## src/rtl/call_return_ctrl.sv

```systemverilog
// call_return_ctrl: fetch-stage PC sequencer driving a return-address stack for CALL/RET.
module call_return_ctrl #(
    parameter int WIDTH = 18,
    parameter int DEPTH = 32,
    parameter logic [WIDTH-1:0] RESET_PC = '0,
    localparam int DW = $clog2(DEPTH) + 1
) (
    input  logic             clock,
    input  logic             reset,
    input  logic             op_valid,
    input  logic [1:0]       op,
    input  logic [WIDTH-1:0] target,
    output logic             busy,
    output logic [WIDTH-1:0] pc,
    output logic [WIDTH-1:0] stk_read_PC,
    output logic             stk_push,
    output logic             stk_pop,
    input  logic [WIDTH-1:0] stk_write_PC,
    output logic [DW-1:0]    depth,
    output logic             overflow,
    output logic             underflow
);
    typedef enum logic [2:0] {IDLE, CALL_SETUP, CALL_PUSH, RET_POP, RET_WAIT} state_t;
    state_t state;
    logic [WIDTH-1:0] tgt;
    always_ff @(posedge clock) begin
        if (reset) begin
            state       <= IDLE;
            busy        <= 1'b0;
            pc          <= RESET_PC;
            stk_read_PC <= '0;
            stk_push    <= 1'b0;
            stk_pop     <= 1'b0;
            depth       <= '0;
            overflow    <= 1'b0;
            underflow   <= 1'b0;
        end else begin
            case (state)
                IDLE: if (op_valid) begin
                    case (op)
                        2'b00: pc <= pc + 1'b1;
                        2'b01: pc <= target;
                        2'b10: if (depth == DW'(DEPTH)) begin
                            overflow <= 1'b1;
                            pc       <= target;
                        end else begin
                            state       <= CALL_SETUP;
                            busy        <= 1'b1;
                            stk_read_PC <= pc + 1'b1;
                            tgt         <= target;
                        end
                        2'b11: if (depth == '0) begin
                            underflow <= 1'b1;
                            pc        <= pc + 1'b1;
                        end else begin
                            state   <= RET_POP;
                            busy    <= 1'b1;
                            stk_pop <= 1'b1;
                        end
                    endcase
                end
                // read_PC has been stable a full cycle before push rises
                CALL_SETUP: begin
                    state    <= CALL_PUSH;
                    stk_push <= 1'b1;
                end
                CALL_PUSH: begin
                    state    <= IDLE;
                    busy     <= 1'b0;
                    stk_push <= 1'b0;
                    pc       <= tgt;
                    depth    <= depth + 1'b1;
                end
                RET_POP: begin
                    state   <= RET_WAIT;
                    stk_pop <= 1'b0;
                end
                // stack output has had a full cycle to settle after the pop
                RET_WAIT: begin
                    state <= IDLE;
                    busy  <= 1'b0;
                    pc    <= stk_write_PC;
                    depth <= depth - 1'b1;
                end
                default: begin
                    state <= IDLE;
                    busy  <= 1'b0;
                end
            endcase
        end
    end
endmodule

```

## config.mk

```make
export PLATFORM = sky130hd
export DESIGN_NAME = call_return_ctrl
export DESIGN_NICKNAME = d
export VERILOG_FILES = /design/src/rtl/call_return_ctrl.sv
export SDC_FILE = /design/constraint.sdc
export NUM_CORES = 1
export LEC_CHECK = 0
export ABC_AREA = 1
export CORE_MARGIN = 8
export CORE_UTILIZATION = 40
export DETAILED_ROUTE_END_ITERATION = 7
export HOLD_SLACK_MARGIN = 0.02
export PLACE_DENSITY = 0.66
export SLEW_MARGIN = 20
export SYNTH_ARGS = -nofsm -noshare
export SYNTH_HDL_FRONTEND = slang
export SYNTH_SLANG_ARGS = --single-unit
```

## constraint.sdc

```tcl
create_clock -name clock -period 2.5 [get_ports clock]
set_input_delay 0.25 -clock clock [delete_from_list [all_inputs] [get_ports clock]]
set_output_delay 0.25 -clock clock [all_outputs]
set_load 0.01 [all_outputs]
```

Word level (Yosys, flattened, before mapping)

Cells that the tools add are included.

Register bits: 68
Bits of input ports: 41
Output and inout bits: 47
Word-level logic and storage cells: 68

Add/sub/neg operators: 3
Equal/unequal tests: 16
Multiplexer cells: 20
Bitwise logic cells: 3
Reduce and logical (&&, ||, !) cells: 16

Operators by type and width:

| cell                                                               | number |
|---|---|
| 18-bit one-hot mux with 4 select lines                             | 1 |
| 18-bit 2-to-1 mux                                                  | 3 |
| 18-bit one-hot mux with 3 select lines                             | 1 |
| 4-bit AND reduction                                                | 6 |
| 18-bit by 1-bit adder with 18-bit output, second input constant    | 1 |
| 3-bit != test, second input constant                               | 4 |
| 6-bit one-hot mux with 2 select lines                              | 1 |
| 5-bit AND reduction                                                | 2 |
| 3-bit 2-to-1 mux                                                   | 3 |
| 3-bit one-hot mux with 3 select lines                              | 1 |
| 1-bit one-hot mux with 2 select lines                              | 4 |
| 6-bit by 1-bit adder with 6-bit output, second input constant      | 1 |
| 3-bit by 2-bit == test with 1-bit output, second input constant    | 2 |
| 6-bit == test, second input constant                               | 1 |
| 6-bit zero test                                                    | 1 |
| 3-bit one-hot mux with 2 select lines                              | 1 |
| 2-bit nonzero test                                                 | 3 |
| 6-bit by 1-bit subtractor with 6-bit output, second input constant | 1 |
| 1-bit 2-to-1 mux                                                   | 5 |
| 2-bit == test, second input constant                               | 2 |
| 2-bit != test, second input constant                               | 2 |
| 3-bit by 1-bit == test with 1-bit output, second input constant    | 1 |
| 3-bit == test, second input constant                               | 1 |
| 3-bit zero test                                                    | 1 |
| other kinds (7)                                                    | 9 |

Depth between registers and ports, before layout

Gate-level depths: netlist of run 1.

Word-level depth: 5
Mapped depth: 13
Depth with buffers taken out: 12

Least setup slack after synthesis of run 1

No wires, ideal clock.

Path kind: reg-to-reg
Start point: reg depth[0]
End point: reg tgt[0] (enable)
Setup time: 0.392 ns
Arrival: 1.840 ns
Required time: 2.108 ns
Path slack: 0.268 ns
Cell stages (with the launch flop): 8
Path buffers: 1
Clock period less this slack: 2.232 ns
Cell sequence: dfxtp_1 -> nor2_2 -> nand2_2 -> nor2_1 -> nor2_1 -> nand2_1 -> buf_2 -> nor2_1

Longest elaborated chain between the ends: 3

Ends and longest elaborated chain:

| item                          | RTL line | text |
|---|---|---|
| from (decl)                   | 19       | `output logic [DW-1:0] depth,` |
| from (signal assigned)        | 72       | `depth <= depth + 1'b1;` |
| from (signal assigned)        | 83       | `depth <= depth - 1'b1;` |
| 6-bit == test                 | 43       | `2'b10: if (depth == DW'(DEPTH)) begin` |
| 1-bit inverter (no line)      | --       |  |
| 5-bit AND reduction (no line) | --       |  |
| to (signal assigned)          | 50       | `tgt <= target;` |
| to (decl)                     | 25       | `logic [WIDTH-1:0] tgt;` |

Every way passes these cells.
A chain may end at the register's enable or synchronous reset.

Worst setup path in the final report of run 1

Start point: reg state[1]
End point: reg depth[3]

Longest elaborated chain between the ends: 2
Elaborated cells between the ends (all ways): 4
Those cells by class: 2 x eq/ne; 1 x mux; 1 x reduce/logical

Ends and longest elaborated chain:

| item                                                                        | RTL line | text |
|---|---|---|
| from (decl)                                                                 | 24       | `state_t state;` |
| from (signal assigned)                                                      | 28       | `state <= IDLE;` |
| from (signal assigned)                                                      | 47       | `state <= CALL_SETUP;` |
| from (signal assigned)                                                      | 56       | `state <= RET_POP;` |
| 3-bit == test or 3-bit by 2-bit == test with 1-bit output (tied branches)   | 38       | `case (state)` |
| 6-bit one-hot mux with 2 select lines or 2-bit nonzero test (tied branches) | --       |  |

Several ways; a longest one is shown, not always the timed one.

==> results of run 1 <==
[metrics by stage]
stage | instance area [µm²] | cells | util [%] | total power, µW
2_1_floorplan | 3730 | 499 | - | 1850
3_3_place_gp | 4730 | 691 | 51.6 | 2180
3_5_place_dp | 4730 | 691 | 51.6 | 2200
4_1_cts | 4910 | 707 | 53.6 | 3080
5_1_grt | 4910 | 707 | 53.6 | 3240
6_report | 4910 | 707 | 53.6 | 3050
[kinds of logic after synthesis]
group | Yosys count | share of synthesized area, %
simple gates | 257 | 30.3
compound gates | 89 | 15.5
fa+ha+maj | 8 | 2.88
buf+inv | 69 | 8.12
xor+xnor | 8 | 1.88
flops | 68 | 41.3
[cell usage after synthesis, types with 3 or more instances]
cell type / count
nand2_1: 114
nor2_1: 80
dfxtp_1: 50
inv_1: 49
a21oi_1: 32
nand3_1: 32
edfxtp_1: 18
o21ai_0: 18
a22o_1: 13
buf_2: 8
a21oi_2: 7
ha_1: 7
nand4_1: 7
nand2_2: 6
nor2_2: 6
xor2_1: 6
clkbuf_1: 5
o211ai_1: 5
nor2_4: 4
a31oi_1: 3
buf_4: 3
buf_6: 3
nor3_1: 3
o211a_1: 3
[worst paths after layout]
check	depth (start not counted)	end	startpoint	slack (ns)
max	10	depth[3]	state[1]	0.59
min	1	stk_pop	stk_pop	0.48
max reg2reg	10	depth[3]	state[1]	0.59
min reg2reg	1	stk_pop	stk_pop	0.48
[flip-flops by register name (all words and copies together), names as in the netlist]
signal       cells
busy             1
depth            6
overflow         1
pc              18
state            3
stk_pop          1
stk_push         1
stk_read_PC     18
tgt             18
underflow        1
[layer usage]
metal	global-route usage, %	up-vias	part of all wire (%)	wire length, µm
met5	0	-	0	0
met4	6.21	0	1.2	133
met3	5.64	11	7.2	779
met2	29.4	92	49	5240
met1	20.5	1702	43	4610
li1	-	1823	-	-
[critical path, stage by stage (launching register included)]
cell and delay [ns]:
dfxtp_1 0.37, nor2_4 0.13, nand2_1 0.10, inv_1 0.17, buf_4 0.25, ha_1 0.27
a31oi_1 0.21, xor2_1 0.16, nand2_1 0.06, nand2_1 0.05, inv_1 0.03
[power groups by stage]
| stage | Clock [µW] | Combinational (µW) | Sequential, µW |
|---|---|---|---|
| global placement | 0 | 833 | 1350 |
| global route | 959 | 943 | 1340 |
| detailed placement | 0 | 847 | 1350 |
| finish | 882 | 843 | 1330 |
| CTS | 901 | 851 | 1330 |
| floorplan | 0 | 484 | 1360 |
[area by class of cell]
class | count | area share (%)
Clock inverter | 6 | 1.12
Tap cell | 111 | 2.83
Timing Repair Buffer | 101 | 19.9
Sequential cell | 68 | 31.4
Clock buffer | 10 | 2.60
Multi-Input combinational cell | 362 | 38.4
Inverter | 49 | 3.75
==> summary.txt, run 1 <==
STA
  – Hold_ws: 0.475 ns
  – Worst rel slew slack: approximately three fifths
  – Minimum clock period: around 1.9 ns
  – # setup viols final: 0
  – Final worst slack: between 0.5 and 0.6 ns
  – Slew @ Worst Pin: approximately 0.60 ns
  – Worst Skew: ~0.0076 ns
  – Crit share post-route: 76.5%
  – Fmax: approximately 520 MHz
  – RSZ-0062 raised after global routing: no
  – Fin Setup TNS: 0 ns
  – Final Slew Violations: 0
  – Fin. Hold Viols: 0

Clock network
  – TritonCTS Buffers: 9
  – Resize count post-CTS: 0
  – CTS root buffer: clkbuf_8
  – Clk slew on worst S/H paths: roughly 0.080 ns
  – Setup bufs post-CTS: 0
  – Clock sink count: 68
  – H-tree depth: 3
  – CTS tree: done
  – Cts hold-fix bufs: 0
  – Bufs on Longest Clock Path: 2
  – Worst-skew pair later-pin latency: roughly 0.35 ns

Synthesis
  – Syn_nets: about 550
  – Warnings from Yosys: 0
  – Synth Cell Area: between 3000 and 4000 µm²
  – Most area-hungry cell type in the Yosys netlist: dfxtp_1
  – Asr flop ratio synth: 0%
  – Top cells by area, synth: dfxtp_1 27%, edfxtp_1 14%, nand2_1 11%
  – Cell count after synthesis: between 400 and 500
  – Synth top area share: a little over a quarter
  – Number of synthesized flops with an enable pin: 18
  – Sequential-to-total area share from yosys stat: 41.3%
  – Library cells used by synthesis: 38
  – Avg Cell Area, Syn: around 7.5 µm²
  – FF+latch count, synth: 68
  – Dominant synthesized flop cell: dfxtp_1

Power and ir drop
  – P_sw: roughly 1000 µW
  – VDD IR max: about 0.00027 V
  – Static Leakage: 0.00208 µW
  – Internal: 2060 µW
  – Sw frac: between 30% and 40%
  – Seq pwr share: 43.5%
  – Pwr Density: between 600 and 700 nW/µm²
  – Combinational power share: between 20% and 30%
  – Clock share of power: between 20% and 30%

GRT
  – Initial antenna violation count: 0
  – Vias in the first global route: between 3,000 and 4,000
  – Largest net degree at the start of global routing: 37
  – First-pass GRT wire length: about 18 mm
  – Grt ovf: 0
  – Total GRT Usage: between 10% and 20%

Routing
  – DR vias/cell: a little over 5
  – Final wirelength: about 11 mm
  – DRT Pass-1 Iters: 4
  – First DRT Iteration DRCs: between 90 and 100
  – Wire length per cell: between 15 and 20 µm
  – DRC: 0
  – Post-route ant nets: 0
  – Via count: roughly 3,600

Layout
  – # fillers: 885
  – Commonest non-fill, non-tap cell in the layout: nand2_1
  – Multi-input logic area: approximately 1900 µm²
  – Most frequent cells in the layout: 114 x nand2_1, 87 x clkdlybuf4s50_1, 80 x nor2_1, 50 x dfxtp_1, 49 x inv_1
  – FF+latch area: around 1500 µm²
  – P&R area growth vs syn: 31.6%
  – Share of layout cells above drive strength 1: under 10%
  – Nets: 640
  – Diode count: 0

Setup path
  – Critical path fanouts, max: 15
  – Element type at the critical path start: flip-flop
  – Kind of critical path: reg2reg
  – Arr. time, crit path: 2.17 ns
  – Crit end category: flip-flop
  – Req. time, crit path: between 2 and 3 ns

Place
  – Port bufs: 87
  – Placed wire-length estimate: approximately 8.2 mm
  – GPL Wtd Cong: between 0.8 and 0.9
  – Post-Place Setup Slack: roughly 0.35 ns

Die
  – Row count: 35
  – Num ports: between 80 and 90
  – Core Box Area: 9150 µm²
  – Die X: approximately 110 µm
  – Die area: roughly 13,000 µm²
  – Initial Util: approximately two fifths
  – Die Y: approximately 110 µm

Min path
  – Class of the worst hold path: reg2reg

Flow run
  – Max_cap viols: 0

Status
  – Run status: finished, final reports clean
Note: power is estimated with default switching activity, not from simulation.
==> inputs of run 2 (changes only) <==
Settings changed: PLACE_DENSITY 0.66 to 0.69.
Clock period 2.5 ns to 1.7 ns, I/O delays scaled along.
==> run 2 against run 1 <==
Against the previous run: setup slack worse by 0.58 ns; clock power is 69% higher; wire length is 4.4% higher; global-route usage is 0.13 points higher; highest routed layer unchanged.
==> summary.txt, run 2 (synthesis results as in run 1) <==
Layout
  – Commonest non-fill, non-tap cell in the layout: nand2_1
  – Diode count: 0 (unchanged)
  – P&R area growth vs syn: 41.7%
  – Most frequent cells in the layout: 113 x nand2_1, 87 x clkdlybuf4s50_1, 77 x nor2_1, 48 x inv_1, 46 x dfxtp_1
  – Fin cells: 731 (+3.4%)
  – # fillers: 834 (-5.8%)
  – Largest registers: pc: 18 flops, stk_read_PC: 18 flops, tgt: 18 flops
  – Nets: 664 (+3.8%)
  – Share of layout cells above drive strength 1: 15.5% (+5.9 points)

STA
  – Final Slew Violations: 0 (unchanged)
  – Minimum clock period: 1.69 ns (-0.218 ns)
  – Worst Skew: 0.0107 ns (+0.00308 ns)
  – Crit share post-route: 99.7% (+23 points)
  – Slew @ Worst Pin: 0.288 ns (-0.316 ns)
  – Fmax: 590 MHz (+13%)
  – # setup viols final: 0 (unchanged)
  – Worst rel slew slack: 80.8% (+21 points)
  – RSZ-0062 raised after global routing: yes
  – Fin. Hold Viols: 0 (unchanged)

Die
  – Die Y: 113 µm (unchanged)
  – Initial Util: 40.8% (unchanged)
  – Num ports: 88 (unchanged)
  – Core Box Area: 9150 µm² (unchanged)
  – Row count: 35 (unchanged)
  – Die X: 113 µm (unchanged)
  – Die area: 12,700 µm² (unchanged)

Min path
  – Class of the worst hold path: in2reg
  – Hold_sp: target[2]
  – WHS Endpoint: tgt[2]
  – Worst Hold Path Cells: 1 (unchanged)

Setup path
  – Arr. time, crit path: 1.94 ns (-0.23 ns)
  – Critical path fanouts, max: 7 (-8)
  – Kind of critical path: reg2reg
  – Crit-path slowest cell: dfxtp_2
  – Cell breakdown of the critical path: nor2_4 -> nand2_4 -> clkinv_4 -> ha_4 -> a21o_1 -> a31oi_1 -> xor2_1 -> nand2_1 -> nand2_1 -> inv_1
  – FF-to-FF setup slack: 0.006 ns (-0.58 ns)
  – Element type at the critical path start: flip-flop
  – CP bufs+invs: 2 (-1)
  – CP top delay family: compound AO/OA/AOI/OAI gates
  – Worst r2r path cells: 10 (unchanged)
  – Req. time, crit path: 1.95 ns (-0.80 ns)
  – Slowest stage delay, CP: 0.34 ns (-0.03 ns)
  – Crit end category: flip-flop
  – Reg-to-Reg Start: state[1]
  – Reg2reg end: depth[3]
  – Critical Path Most Common Cell: nand2_1

Clock network
  – Cts hold-fix bufs: 0 (unchanged)
  – Bufs on Longest Clock Path: 2 (unchanged)
  – TritonCTS Buffers: 9 (unchanged)
  – H-tree depth: 3 (unchanged)
  – Worst-skew pair later-pin latency: 0.35 ns (about the same)
  – CTS tree: done
  – CTS root buffer: clkbuf_8
  – Setup bufs post-CTS: 0 (unchanged)
  – Clock sink count: 68 (unchanged)
  – Clk slew on worst S/H paths: 0.08 ns (about the same)

Place
  – Placed cell count: 715 (+3.5%)
  – GPL Wtd Cong: 0.871 (+1.9%)
  – Placed wire-length estimate: 8.47 mm (+3.7%)
  – Port bufs: 87 (unchanged)

GRT
  – Initial antenna violation count: 0 (unchanged)
  – First-pass GRT wire length: 18.1 mm (+1.2%)
  – Vias in the first global route: 3,737 (-0.13%)
  – Grt ovf: 0 (unchanged)
  – Largest net degree at the start of global routing: 35 (-5.4%)
  – Total GRT Usage: 17.7% (+0.13 points)

Routing
  – DRC: 0 (unchanged)
  – First DRT Iteration DRCs: 202 (+110%)
  – Final wirelength: 11.2 mm (+4.4%)
  – Wire length per cell: 15.4 µm (+0.98%)
  – Post-route ant nets: 0 (unchanged)
  – DR vias/cell: 5.14 (+0.10%)
  – DRT Pass-1 Iters: 4 (unchanged)
  – Via count: 3,755 (+3.5%)

Power and ir drop
  – Pwr Density: 916 nW/µm² (+47%)
  – Static Leakage: 0.00222 µW (+7.0%)
  – VDD IR max: 0.000411 V (+50%)
  – Final Total Pwr: 4840 µW (+59%)

Flow run
  – Max_cap viols: 0 (unchanged)

Status
  – Run status: finished, final reports clean
## run 2: repair_timing
action,CTS,global route
setup endpoints to repair,4,7
pin swaps,0,1
gates resized for setup,4,9
gates cloned,0,0
## run 2: final cells by class
type	count	area, µm²	share of cell area [%]
repair buffers	125	1240	23.5
clock inverters	7	91.3	1.73
flip-flops and latches	68	1550	29.3
clock buffers	9	124	2.34
multi-input cells	362	1950	36.9
well taps	111	139	2.63
inverters	49	189	3.58
## run 2: worst max-delay path by stage
| stage | cells after the start | from | slack, ns | end |
|---|---|---|---|---|
| final | 10 | state[1] | 0.006 | depth[3] |
| after global routing | 10 | state[1] | -0.04 | depth[3] |
| after CTS | 10 | state[0] | 0.03 | depth[3] |
| after detailed placement | 10 | state[0] | -0.13 | depth[3] |
| after global placement | 7 | op[1] | -0.08 | tgt[15] |
| after floorplan | 7 | depth[1] | 0.006 | tgt[0] |
## run 2: where the power goes
group	switching, µW	internal [µW]	total, µW	leakage (µW)
clock	671	821	1490	0.000109
combinational	725	682	1410	0.00154
sequential	147	1800	1940	0.000574
## run 2: layer usage
layer	up-vias	track usage, %	share of wire [%]
met5	-	0	0
met4	0	5.58	1.2
met3	11	4.56	6.8
met2	123	30.7	50
met1	1747	20.7	42
li1	1874	-	-
## run 2: per-stage QoR
step	TNS, ns	setup WS [ns]	util [%]	instance area (µm²)	hold WS, ns
after CTS	0	0.0288	57.2	5240	0.396
after global routing	-0.150	-0.0401	57.7	5280	0.396
final	0	0.00587	57.7	5280	0.407
after detailed placement	-4.91	-0.134	54.8	5020	0.457
after floorplan	0	0.00580	-	3760	0.269
after global placement	-3.15	-0.0836	54.8	5020	0.455
==> inputs of run 3 (changes only) <==
Settings changed: PLACE_DENSITY 0.69 to 0.66.
Clock period 1.7 ns to 1.6 ns, I/O delays scaled along.
==> run 3 against run 2 <==
Against the previous run: the flow now finishes with violations (setup timing); first-iteration DRC count is 17% lower; sequential cell count stayed put; hold slack worse by 0.010 ns; final area is 5.4% higher; clock power is 7% higher; via count is 1.5% higher; combinational power is 22% higher; non-clock buffer count is 11 higher; clock skew is 0.0023 ns lower; critical endpoint is now depth[5].
==> summary.txt, run 3 (synthesis results as in run 1) <==
Setup path
  – Reg-to-Reg Start: state[0]
  – Reg2reg end: depth[5]
  – Req. time, crit path: 1.85 ns (-0.10 ns)
  – Worst r2r path cells: 11 (+1)
  – FF-to-FF setup slack: -0.07 ns (-0.07 ns)
  – Arr. time, crit path: 1.92 ns (-0.02 ns)
  – Element type at the critical path start: flip-flop
  – Critical path fanouts, max: 8 (+1)
  – Kind of critical path: reg2reg
  – Crit end category: flip-flop

Layout
  – Fin cells: 742 (+1.5%)
  – Diode count: 0 (unchanged)
  – # fillers: 783 (-6.1%)
  – Final Cell Area: 5570 µm² (+5.4%)
  – Share of layout cells above drive strength 1: 23.1% (+7.7 points)
  – Largest registers: pc: 18 flops, stk_read_PC: 18 flops, tgt: 18 flops
  – Most frequent cells in the layout: 102 x nand2_1, 86 x clkdlybuf4s50_1, 68 x nor2_1, 47 x inv_1, 39 x buf_4
  – P&R area growth vs syn: 49.3%
  – Commonest non-fill, non-tap cell in the layout: nand2_1
  – Nets: 675 (+1.7%)

Die
  – Initial Util: 40.8% (unchanged)
  – Row count: 35 (unchanged)
  – Die Y: 113 µm (unchanged)
  – Die area: 12,700 µm² (unchanged)
  – Num ports: 88 (unchanged)
  – Die X: 113 µm (unchanged)
  – Core Box Area: 9150 µm² (unchanged)

Clock network
  – H-tree depth: 3 (unchanged)
  – Cts hold-fix bufs: 0 (unchanged)
  – CTS tree: done
  – Worst-skew pair later-pin latency: 0.35 ns (about the same)
  – Clk slew on worst S/H paths: 0.07 ns (about the same)
  – Bufs on Longest Clock Path: 2 (unchanged)
  – TritonCTS Buffers: 9 (unchanged)
  – CTS root buffer: clkbuf_8
  – Clock sink count: 68 (unchanged)

STA
  – Minimum clock period: 1.67 ns (-0.0269 ns)
  – Worst rel slew slack: 75.5% (-5.3 points)
  – Fin. Hold Viols: 0 (unchanged)
  – Final Slew Violations: 0 (unchanged)
  – Fmax: 600 MHz (+1.6%)
  – Slew @ Worst Pin: 0.367 ns (+0.0795 ns)
  – Worst Skew: 0.00835 ns (-0.00230 ns)
  – # setup viols final: 2 (+2)
  – Final worst slack: -0.0673 ns (-0.0731 ns)
  – Crit share post-route: 104% (+4.5 points)
  – RSZ-0062 raised after global routing: yes

Routing
  – DR vias/cell: 5.14 (about the same)
  – Met2 routed WL: 5.82 mm (+3.9%)
  – Routed length on met3: 686 µm (-10%)
  – Post-route ant nets: 0 (unchanged)
  – Top Layer Used: met4
  – Final wirelength: 11.9 mm (+6.0%)
  – First DRT Iteration DRCs: 167 (-17%)
  – Wire length per cell: 16.0 µm (+4.5%)
  – DRT Pass-1 Iters: 4 (unchanged)
  – DRC: 0 (unchanged)
  – Via count: 3,813 (+1.5%)
  – M1 wire length: 5.17 mm (+9.2%)

Min path
  – Class of the worst hold path: in2reg
  – Worst Hold Path Cells: 1 (unchanged)
  – WHS Endpoint: tgt[5]
  – Hold_sp: target[5]

Flow run
  – Max_cap viols: 0 (unchanged)

GRT
  – Largest net degree at the start of global routing: 20 (-43%)
  – Vias in the first global route: 3,846 (+2.9%)
  – Initial antenna violation count: 0 (unchanged)
  – Grt ovf: 0 (unchanged)
  – First-pass GRT wire length: 18.6 mm (+2.6%)
  – Total GRT Usage: 18.1% (+0.43 points)

Place
  – Placed wire-length estimate: 8.69 mm (+2.7%)
  – Placed cell count: 716 (+0.14%)
  – GPL Wtd Cong: 0.903 (+3.7%)
  – Post-Place Setup Slack: -0.246 ns (-0.112 ns)
  – DP Area: 5030 µm² (+0.20%)
  – Port bufs: 87 (unchanged)

Status
  – Failing checks: setup timing
  – Run status: finished, violations left

Power and ir drop
  – VDD IR max: 0.000602 V (+47%)
  – Final Total Pwr: 5380 µW (+11%)
  – Pwr Density: 965 nW/µm² (+5.3%)
  – Static Leakage: 0.00233 µW (+4.9%)
-- run 3: worst max-delay path by stage --
stage / from / to / slack, ns / cells after the start
2_1_floorplan: state[1] / depth[3] / -0.05 / 11
3_3_place_gp: op[0] / pc[13] / -0.19 / 10
3_5_place_dp: op[0] / pc[1] / -0.25 / 10
4_1_cts: state[0] / depth[5] / -0.04 / 11
5_1_grt: state[0] / depth[5] / -0.13 / 11
6_report: state[0] / depth[5] / -0.07 / 11
-- run 3: power by group --
group	internal (µW)	switching, µW	leakage [µW]
logic	840	879	0.00165
registers	1910	143	0.000578
clock network	919	680	0.000107
total	3670	1700	0.00233
-- run 3: per-stage QoR --
step / setup TNS (ns) / util (%) / hold slack [ns]
after floorplan: -0.0488 / - / 0.259
after global placement: -8.41 / 54.9 / 0.455
after detailed placement: -10.61 / 54.9 / 0.461
after CTS: -0.0681 / 57.5 / 0.394
after global routing: -1.04 / 60.8 / 0.386
final: -0.0724 / 60.8 / 0.396
-- run 3: what timing repair did --
action	4_1_cts	5_1_grt
buffers inserted	0	8
gates resized for setup	2	58
setup endpoints to repair	3	29
endpoints found under the hold margin	0	0
gates cloned	0	2
pin swaps	0	15
-- run 3: routing by layer --
| metal | global-route usage (%) | vias to the layer above |
|---|---|---|
| li1 | - | 1892 |
| met1 | 21.6 | 1787 |
| met2 | 30.5 | 115 |
| met3 | 4.72 | 19 |
| met4 | 6.74 | 0 |
| met5 | 0 | - |
-- run 3: area by class of cell --
class | instances | area, µm² | area share, %
flip-flops and latches | 68 | 1560 | 28.0
clock inverters | 4 | 72.6 | 1.30
inverters | 49 | 191 | 3.44
multi-input cells | 362 | 2090 | 37.6
clock buffers | 12 | 145 | 2.61
repair buffers | 136 | 1370 | 24.6
well taps | 111 | 139 | 2.49
-- run 3: critical path: stages, from the launching register on --
cell	delay [ns]
dfxtp_2	0.34
nor2_4	0.13
nand2_4	0.08
inv_8	0.10
ha_4	0.21
buf_4	0.14
nand4_1	0.11
nand3_1	0.13
nand2_2	0.10
nand3_1	0.10
nand2_1	0.08
nor2_1	0.05
